`src/rtl/mc_pkg.sv`:
```
// Shared types and encodings for the multicycle controller.
// ILLEGAL_TRAP_EN adds the sticky TRAP state to the state enum.
package mc_pkg;

  typedef enum logic [2:0] {
    StFetch,
    StDecode,
    StExec,
    StMem,
`ifdef ILLEGAL_TRAP_EN
    StWb,
    StTrap
`else
    StWb
`endif
  } state_e;

  localparam logic [6:0] OpRType  = 7'b0110011;
  localparam logic [6:0] OpIAlu   = 7'b0010011;
  localparam logic [6:0] OpLoad   = 7'b0000011;
  localparam logic [6:0] OpStore  = 7'b0100011;
  localparam logic [6:0] OpBranch = 7'b1100011;
  localparam logic [6:0] OpJal    = 7'b1101111;
  localparam logic [6:0] OpJalr   = 7'b1100111;

  localparam logic [1:0] AluAdd   = 2'b00;
  localparam logic [1:0] AluSub   = 2'b01;
  localparam logic [1:0] AluFunct = 2'b10;

  localparam logic [1:0] PcPlus4   = 2'b00;
  localparam logic [1:0] PcPlusImm = 2'b01;
  localparam logic [1:0] PcAluOut  = 2'b10;

  localparam logic [1:0] SrcBRd2  = 2'b00;
  localparam logic [1:0] SrcBImm  = 2'b01;
  localparam logic [1:0] SrcBFour = 2'b10;

  function automatic logic is_known_op(input logic [6:0] op);
    logic known;
    case (op)
      OpRType, OpIAlu, OpLoad, OpStore, OpBranch, OpJal, OpJalr: known = 1'b1;
      default: known = 1'b0;
    endcase
    return known;
  endfunction

endpackage

```
`src/rtl/mc_wait_timer.sv`:
```
// Memory wait counter: counts stalled cycles and flags the last allowed one.
module mc_wait_timer #(
  parameter int unsigned Timeout = 16
) (
  input  logic clk,
  input  logic reset,
  input  logic clear,
  input  logic tick,
  output logic expired
);

  localparam int unsigned CntW = (Timeout > 1) ? $clog2(Timeout) : 1;
  localparam logic [CntW-1:0] Last = CntW'(Timeout - 1);

  logic [CntW-1:0] count_q, count_d;

  always_comb begin
    count_d = count_q;
    if (clear) begin
      count_d = '0;
    end else if (tick) begin
      count_d = count_q + CntW'(1);
    end
  end

  always_ff @(posedge clk) begin
    if (reset) begin
      count_q <= '0;
    end else begin
      count_q <= count_d;
    end
  end

  assign expired = (count_q == Last);

endmodule

```
`src/rtl/mc_controller.sv`:
```
// Multicycle CPU control FSM with bounded memory waits.
// Define ILLEGAL_TRAP_EN to trap (sticky until reset) on unrecognised opcodes.
module mc_controller #(
  parameter int unsigned MEM_TIMEOUT = 16
) (
  input  logic       clk,
  input  logic       reset,
  input  logic [6:0] opcode,
  input  logic       zero,
  input  logic       mem_ready,
  output logic       pc_write,
  output logic       ir_write,
  output logic       mem_read,
  output logic       mem_write,
  output logic       reg_write,
  output logic       alu_src_a,
  output logic [1:0] alu_src_b,
  output logic [1:0] alu_op,
  output logic       mem_to_reg,
  output logic       link,
  output logic [1:0] pc_src,
  output logic       retire,
  output logic       mem_err
`ifdef ILLEGAL_TRAP_EN
  ,
  output logic       trap
`endif
);

  import mc_pkg::*;

  state_e state_q, state_d;

  logic wait_st;
  logic expired;
  logic timeout;
  logic timer_tick;
  logic timer_clear;

  // Counter only runs while stalled in a memory wait; any other cycle re-arms it.
  assign wait_st     = (state_q == StFetch) || (state_q == StMem);
  assign timeout     = wait_st && expired && !mem_ready;
  assign timer_tick  = wait_st && !mem_ready && !expired;
  assign timer_clear = !timer_tick;

  mc_wait_timer #(
    .Timeout (MEM_TIMEOUT)
  ) u_wait_timer (
    .clk     (clk),
    .reset   (reset),
    .clear   (timer_clear),
    .tick    (timer_tick),
    .expired (expired)
  );

  always_ff @(posedge clk) begin
    if (reset) begin
      state_q <= StFetch;
    end else begin
      state_q <= state_d;
    end
  end

  always_comb begin
    state_d = state_q;
    unique case (state_q)
      StFetch: begin
        if (mem_ready) begin
          state_d = StDecode;
        end
      end
      StDecode: begin
        if (is_known_op(opcode)) begin
          state_d = StExec;
        end else begin
`ifdef ILLEGAL_TRAP_EN
          state_d = StTrap;
`else
          state_d = StFetch;
`endif
        end
      end
      StExec: begin
        case (opcode)
          OpRType, OpIAlu: state_d = StWb;
          OpLoad, OpStore: state_d = StMem;
          default:         state_d = StFetch;
        endcase
      end
      StMem: begin
        if (mem_ready) begin
          state_d = (opcode == OpLoad) ? StWb : StFetch;
        end else if (timeout) begin
          state_d = StFetch;
        end
      end
      StWb: state_d = StFetch;
`ifdef ILLEGAL_TRAP_EN
      StTrap: state_d = StTrap;
`endif
      default: state_d = StFetch;
    endcase
  end

  always_comb begin
    pc_write   = 1'b0;
    ir_write   = 1'b0;
    mem_read   = 1'b0;
    mem_write  = 1'b0;
    reg_write  = 1'b0;
    alu_src_a  = 1'b0;
    alu_src_b  = SrcBRd2;
    alu_op     = AluAdd;
    mem_to_reg = 1'b0;
    link       = 1'b0;
    pc_src     = PcPlus4;
    retire     = 1'b0;
    mem_err    = 1'b0;
`ifdef ILLEGAL_TRAP_EN
    trap       = 1'b0;
`endif
    // Reset masks everything, so an abandoned access can never write or retire.
    if (!reset) begin
      unique case (state_q)
        StFetch: begin
          mem_read  = 1'b1;
          alu_src_a = 1'b1;
          alu_src_b = SrcBFour;
          alu_op    = AluAdd;
          pc_src    = PcPlus4;
          pc_write  = mem_ready;
          ir_write  = mem_ready;
          mem_err   = timeout;
        end
        StDecode: begin
`ifndef ILLEGAL_TRAP_EN
          retire = !is_known_op(opcode);
`endif
        end
        StExec: begin
          case (opcode)
            OpRType: begin
              alu_op    = AluFunct;
              alu_src_b = SrcBRd2;
            end
            OpIAlu: begin
              alu_op    = AluFunct;
              alu_src_b = SrcBImm;
            end
            OpLoad, OpStore: begin
              alu_op    = AluAdd;
              alu_src_b = SrcBImm;
            end
            OpBranch: begin
              alu_op   = AluSub;
              pc_write = zero;
              pc_src   = PcPlusImm;
              retire   = 1'b1;
            end
            OpJal: begin
              reg_write = 1'b1;
              link      = 1'b1;
              pc_write  = 1'b1;
              pc_src    = PcPlusImm;
              retire    = 1'b1;
            end
            OpJalr: begin
              alu_op    = AluAdd;
              alu_src_b = SrcBImm;
              pc_write  = 1'b1;
              pc_src    = PcAluOut;
              reg_write = 1'b1;
              link      = 1'b1;
              retire    = 1'b1;
            end
            default: ;
          endcase
        end
        StMem: begin
          if (opcode == OpStore) begin
            mem_write = 1'b1;
            retire    = mem_ready;
          end else begin
            mem_read = 1'b1;
          end
          mem_err = timeout;
        end
        StWb: begin
          reg_write  = 1'b1;
          mem_to_reg = (opcode == OpLoad);
          retire     = 1'b1;
        end
`ifdef ILLEGAL_TRAP_EN
        StTrap: trap = 1'b1;
`endif
        default: ;
      endcase
    end
  end

endmodule

```
`config.mk`:
```
export PLATFORM = sky130hd
export DESIGN_NAME = mc_controller
export DESIGN_NICKNAME = d
export VERILOG_FILES = /design/src/rtl/mc_pkg.sv /design/src/rtl/mc_wait_timer.sv /design/src/rtl/mc_controller.sv
export SDC_FILE = /design/constraint.sdc
export NUM_CORES = 1
export LEC_CHECK = 0
export CORE_UTILIZATION = 43
export CTS_CLUSTER_DIAMETER = 60
export DETAILED_ROUTE_END_ITERATION = 16
export GPL_TIMING_DRIVEN = 0
export PLACE_DENSITY = 0.82
export SLEW_MARGIN = 20
export SYNTH_ARGS = -nofsm -noshare
export SYNTH_HDL_FRONTEND = slang
export SYNTH_SLANG_ARGS = --single-unit
```
`constraint.sdc`:
```
create_clock -name clk -period 5 [get_ports clk]
set_clock_uncertainty 0.05 [all_clocks]
set_input_delay 1 -clock clk [delete_from_list [all_inputs] [get_ports clk]]
set_output_delay 1 -clock clk [all_outputs]
set_load 0.02 [all_outputs]
```
==> impl_metrics.env, run 1 <==
export IMPL_run_status="finished clean"
export IMPL_worstSetupPathType="input pin to primary output"
export IMPL_syn_mean_instance_area_um2=7.00
export IMPL_die_width_um=39.6
export IMPL_insertedDiodeCount=0
export IMPL_initial_core_util=0.462
export IMPL_p_leak_nw=0.329
export IMPL_stdcell_count=132
export IMPL_place_port_buffers=26
export IMPL_setup_worst_path_start="opcode[6]"
export IMPL_min_path_type="flop to flop"
export IMPL_placed_cells_incl_taps=128
export IMPL_max_slew_margin_rel=0.763
export IMPL_viasPerCell=5.63
export IMPL_pwr_share_clk=0.319
export IMPL_cts_post_setup_buffers_inserted=0
export IMPL_clk_pin_slew_ns=0.05
export IMPL_final_hold_viol_count=0
export IMPL_detailed_route_drc_error_count=0
export IMPL_drive_gt1_frac=0.0855
export IMPL_first_pass_grt_wire_length_um=2500
export IMPL_later_pin_clock_latency_in_the_skew_report_ns=0.26
export IMPL_power_share_switching=0.313
export IMPL_groute_usage_overall=0.246
export IMPL_cts_inserted_buffers=3
export IMPL_power_switching_mw=0.0515
export IMPL_synth_area_um2=609
export IMPL_cts_root_to_sink_buffers=2
export IMPL_crit_reg2reg_launch="u_wait_timer.count_q[0]$_SDFF_PP0_"
export IMPL_postRouteAntennaNets=0
export IMPL_worst_ep_arrival_time_ns=3.17
export IMPL_synth_async_sr_flop_share=0
export IMPL_initial_drt_pass_iterations=4
export IMPL_final_setup_viol_count=0
export IMPL_finalWirelength_um=1650
export IMPL_globalplace_congestion=0.799
export IMPL_hpwlAfterDp_um=1290
export IMPL_synth_largest_area_cell="sky130_fd_sc_hd__dfxtp_1"
export IMPL_routed_wire_length_per_instance_um=12.5
export IMPL_ys_seq_area_frac=0.230
export IMPL_synth_seq_cells=7
export IMPL_drt_first_iter_violations=23
export IMPL_ys_top_cells_by_area="sky130_fd_sc_hd__dfxtp_1, sky130_fd_sc_hd__nor2_1, sky130_fd_sc_hd__nor3_1"
export IMPL_synth_most_common_cell="sky130_fd_sc_hd__nor2_1"
export IMPL_ctsHoldBuffers=0
export IMPL_post_cts_resized_instances=0
export IMPL_yosys_cell_types_count=38
export IMPL_power_ir_vdd_worst_v=0.000132
export IMPL_flow_area_growth_from_synthesis_pct=50.1
export IMPL_ctsHtreeMaxLevel=1
export IMPL_finalMaxSlewViolations=0
export IMPL_rsz0062_at_grt="no"
export IMPL_ctsRootBufferMaster="sky130_fd_sc_hd__clkbuf_4"
export IMPL_mappedNetlistNets=99
export IMPL_num_vias=743
export IMPL_synthesis_yosys_warnings=0
export IMPL_number_of_antenna_violations_at_the_first_check_in_global_routing=0
export IMPL_power_density_mw_per_mm2=180
export IMPL_io_pins=27
export IMPL_internal_power_mw=0.113
export IMPL_synth_largest_type_area_fraction=0.230
export IMPL_sum_of_negative_setup_slack_ns=0
export IMPL_grt_start_max_net_pins=11
export IMPL_grt_pass1_vias=556
export IMPL_grt_overflow_total=0
export IMPL_power_share_sequential=0.364
export IMPL_setup_worst_path_start_class="input pin"
export IMPL_synth_commonest_cells="sky130_fd_sc_hd__nor2_1, sky130_fd_sc_hd__dfxtp_1, sky130_fd_sc_hd__nand2_1, sky130_fd_sc_hd__nor3_1, sky130_fd_sc_hd__a21oi_1"
export IMPL_tritoncts="yes"
export IMPL_die_y_um=39.6
export IMPL_predominant_post_synthesis_flop_cell="sky130_fd_sc_hd__dfxtp_1"
export IMPL_placement_rows=13
export IMPL_number_of_violations_of_the_max_capacitance_limit=0
export IMPL_min_period_over_period=0.844
export IMPL_timing_fmax_ghz=0.237
export IMPL_comb_power_share=0.318
export IMPL_worst_ep_required_time_ns=3.95
export IMPL_cts_sinks=7
export IMPL_worst_pin_slew_ns=0.354
export IMPL_floorplan_die_area_mm2=0.00157
export IMPL_synth_enable_flop_cells=0
export IMPL_fillerInstances=120
export IMPL_synth_cells=87
export IMPL_launch_instance_of_the_worst_min_delay_path="u_wait_timer.count_q[3]$_SDFF_PP0_"
export IMPL_post_route_min_period_ns=4.22
export IMPL_placeableCoreArea_mm2=0.00132
export IMPL_critPathMaxFanout=6
export IMPL_final_net_count=130
export IMPL_worstSetupEndpointType="primary output"
[layer usage]
layer  track usage  wire length (um)
met1         0.329               796
met4         0.103                21
met5             0                 0
met3        0.0852               117
met2         0.348               713
[final timing paths]
| kind | to | slack, ns | cells after the start |
|---|---|---|---|
| min reg2reg | u_wait_timer.count_q[3]$_SDFF_PP0_ | 0.45 | 2 |
| min | u_wait_timer.count_q[3]$_SDFF_PP0_ | 0.45 | 2 |
| max reg2reg | state_q[1]$_SDFFE_PP0P_ | 3.60 | 5 |
| max | mem_write | 0.78 | 5 |
[flip-flops by register name, summed over array words and instances, names as in the netlist]
signal,flops
u_wait_timer.count_q,4
state_q,3
[power groups by stage]
stage	sequential (mW)	clock [mW]	combinational [mW]
after floorplan	0.0604	0	0.0284
after global placement	0.0606	0	0.0513
after detailed placement	0.0608	0	0.0516
after CTS	0.0597	0.0537	0.0519
after global routing	0.0599	0.0579	0.0567
final	0.0597	0.0524	0.0522
[per-stage QoR]
step / setup WS (ns) / area (um^2) / hold WS (ns) / utilization / total power [mW]
after global routing: 0.678 / 915 / 0.476 / 0.694 / 0.174
after detailed placement: 0.812 / 888 / 0.440 / 0.674 / 0.112
after CTS: 0.802 / 915 / 0.449 / 0.694 / 0.165
final: 0.781 / 915 / 0.447 / 0.694 / 0.164
after global placement: 0.839 / 888 / 0.425 / 0.674 / 0.112
after floorplan: 1.54 / 609 / 0.403 / - / 0.0888
[cell usage in the layout (no fill, tap or decap), drive strengths merged, types with 2 or more instances in the layout]
cell type	instances
o21ai	5
inv	4
nand2b	4
clkdlybuf4s50	26
a21oi	6
clkbuf	7
nand3	3
or2	2
nor3b	2
or3	2
dfxtp	7
nand2	7
nor3	8
nor2	11
a31oi	2
nor2b	2
[layout make-up]
type | count | area, um^2 | area share
Timing Repair Buffer | 26 | 260 | 0.285
Multi-Input combinational cell | 72 | 435 | 0.476
Sequential cell | 7 | 140 | 0.153
Clock buffer | 4 | 26.3 | 0.0287
Tap cell | 15 | 18.8 | 0.0205
Buffer | 4 | 18.8 | 0.0205
Inverter | 4 | 15.0 | 0.0164
[kinds of logic after synthesis]
logic type | after synthesis | synth area share
buf+inv | 8 | 0.0554
simple gates | 49 | 0.446
fa+ha+maj | 1 | 0.0205
xor+xnor | 1 | 0.0144
compound gates | 21 | 0.234
flops | 7 | 0.230
[critical path, stage by stage]
cell and delay, ns:
sky130_fd_sc_hd__clkdlybuf4s50_1 0.50, sky130_fd_sc_hd__or4_1 0.55, sky130_fd_sc_hd__clkbuf_1 0.18, sky130_fd_sc_hd__nor4_1 0.26, sky130_fd_sc_hd__clkdlybuf4s50_1 0.67
No activity file was read; power rests on OpenSTA's default activity.
==> run 2: changes to the inputs <==
Settings changed: CORE_UTILIZATION 43 to 40, PLACE_DENSITY 0.82 to 0.77.
Clock period 5 ns to 4.2 ns, I/O delays scaled along.
==> impl_metrics.env, run 2 (synthesis results as in run 1) <==
export IMPL_number_of_cells_on_the_worst_reg_to_reg_path=5
export IMPL_final_net_count=130
export IMPL_grt_start_max_net_pins=11
export IMPL_launch_instance_of_the_worst_min_delay_path="u_wait_timer.count_q[0]$_SDFF_PP0_"
export IMPL_worst_pin_slew_ns=0.380
export IMPL_power_share_sequential=0.364
export IMPL_cts_sinks=7
export IMPL_min_period_over_period=0.923
export IMPL_reg2reg_to="state_q[1]$_SDFFE_PP0P_"
export IMPL_critical_path_max_stage_delay_ns=0.60
export IMPL_worst_ep_arrival_time_ns=2.98
export IMPL_finalWirelength_um=1700
export IMPL_cp_slowest_cell="sky130_fd_sc_hd__clkdlybuf4s50_1"
export IMPL_insertedDiodeCount=0
export IMPL_placeableCoreArea_mm2=0.00137
export IMPL_p_leak_nw=0.329
export IMPL_critPathBufInv=3
export IMPL_worstSetupPathType="input pin to primary output"
export IMPL_final_cell_area_um2=915
export IMPL_rsz0062_at_grt="no"
export IMPL_cts_inserted_buffers=3
export IMPL_critical_path_top_delay_family="buffers and inverters"
export IMPL_globalplace_congestion=0.820
export IMPL_later_pin_clock_latency_in_the_skew_report_ns=0.25
export IMPL_r2r_slack_ns=2.72
export IMPL_worstSetupEndpointType="primary output"
export IMPL_crit_chain="clkdlybuf4s50_1 > or2_1 > clkbuf_2 > or3_1 > a211oi_2 > a311o_1 > clkdlybuf4s50_1"
export IMPL_layout_cells_most_common_list="sky130_fd_sc_hd__clkdlybuf4s50_1, sky130_fd_sc_hd__nor2_1, sky130_fd_sc_hd__nand2_1, sky130_fd_sc_hd__nor3_1, sky130_fd_sc_hd__dfxtp_1"
export IMPL_max_flop_register="u_wait_timer.count_q"
export IMPL_comb_power_share=0.318
export IMPL_power_ir_vdd_worst_v=0.000200
export IMPL_io_pins=27
export IMPL_clk_pin_slew_ns=0.05
export IMPL_detailed_route_drc_error_count=0
export IMPL_ctsHoldBuffers=0
export IMPL_power_share_switching=0.312
export IMPL_routed_wire_length_per_instance_um=12.9
export IMPL_cts_root_to_sink_buffers=2
export IMPL_ctsRootBufferMaster="sky130_fd_sc_hd__clkbuf_4"
export IMPL_finalMaxSlewViolations=0
export IMPL_power_switching_mw=0.0608
export IMPL_floorplan_die_area_mm2=0.00168
export IMPL_initial_drt_pass_iterations=4
export IMPL_placement_rows=13
export IMPL_crit_reg2reg_launch="u_wait_timer.count_q[0]$_SDFF_PP0_"
export IMPL_die_y_um=41.0
export IMPL_ctsHtreeMaxLevel=1
export IMPL_initial_core_util=0.446
export IMPL_cts_post_setup_buffers_inserted=0
export IMPL_drt_first_iter_violations=25
export IMPL_first_pass_grt_wire_length_um=2440
export IMPL_num_vias=732
export IMPL_min_path_type="flop to flop"
export IMPL_sum_of_negative_setup_slack_ns=0
export IMPL_min_path_cells=1
export IMPL_groute_usage_overall=0.221
export IMPL_most_repeated_library_cell_on_the_critical_path="sky130_fd_sc_hd__clkdlybuf4s50_1"
export IMPL_number_of_antenna_violations_at_the_first_check_in_global_routing=0
export IMPL_largest_register_ff_count=4
export IMPL_viasPerCell=5.55
export IMPL_min_delay_worst_endpoint="u_wait_timer.count_q[0]$_SDFF_PP0_"
export IMPL_detailed_place_area_um2=888
export IMPL_drive_gt1_frac=0.0855
export IMPL_number_of_violations_of_the_max_capacitance_limit=0
export IMPL_grt_pass1_vias=543
export IMPL_worst_ep_required_time_ns=3.31
export IMPL_reg_top3="u_wait_timer.count_q x4, state_q x3"
export IMPL_die_width_um=41.0
export IMPL_hpwlAfterDp_um=1350
export IMPL_grt_overflow_total=0
export IMPL_max_slew_margin_rel=0.745
export IMPL_setup_worst_path_start_class="input pin"
export IMPL_flow_area_growth_from_synthesis_pct=50.1
export IMPL_place_port_buffers=26
export IMPL_tritoncts="yes"
export IMPL_layout_commonest_cell="sky130_fd_sc_hd__clkdlybuf4s50_1"
export IMPL_final_hold_viol_count=0
export IMPL_post_cts_resized_instances=0
export IMPL_run_status="finished clean"
export IMPL_postRouteAntennaNets=0
export IMPL_power_density_mw_per_mm2=213
export IMPL_internal_power_mw=0.134
export IMPL_post_route_min_period_ns=3.87
export IMPL_final_setup_viol_count=0
export IMPL_fillerInstances=130
export IMPL_pwr_share_clk=0.318
export IMPL_critPathMaxFanout=6
export IMPL_timing_fmax_ghz=0.258
[run 2: worst max path at each step]
stage               startpoint            to  slack, ns  cells past startpoint
floorplan            opcode[4]        retire       1.06                      4
global placement     opcode[6]  alu_src_b[0]       0.35                      6
detailed placement   opcode[4]        retire       0.33                      6
CTS                      reset        retire       0.34                      7
global route         opcode[6]  alu_src_b[0]       0.20                      6
finish                   reset        retire       0.33                      7
[run 2: through the flow]
step	hold slack (ns)	total power, mW	setup slack (ns)	instances	utilization
after CTS	0.442	0.196	0.336	132	0.669
after global routing	0.464	0.206	0.203	132	0.669
after detailed placement	0.434	0.134	0.335	128	0.650
after floorplan	0.403	0.106	1.06	87	-
after global placement	0.414	0.134	0.354	128	0.650
final	0.445	0.195	0.325	132	0.669
[run 2: final cells by class]
type,instances,area (um^2),area share
multi-input combinational,72,435,0.476
timing repair buffer,26,260,0.285
sequential,7,140,0.153
clock buffer,4,26.3,0.0287
buffer,4,18.8,0.0205
tap,15,18.8,0.0205
inverter,4,15.0,0.0164
[run 2: metal layers]
layer,vias to the layer above,wire length (um),track usage
li1,374,-,-
met1,327,834,0.324
met2,31,709,0.313
met3,0,155,0.0924
met4,0,0,0
met5,-,0,0
[run 2: power by group through the flow]
stage,Combinational (mW),Sequential (mW),Clock [mW]
2_1_floorplan,0.0338,0.0719,0
3_3_place_gp,0.0614,0.0722,0
3_5_place_dp,0.0615,0.0724,0
4_1_cts,0.0619,0.0710,0.0631
5_1_grt,0.0676,0.0713,0.0668
6_report,0.0620,0.0710,0.0620
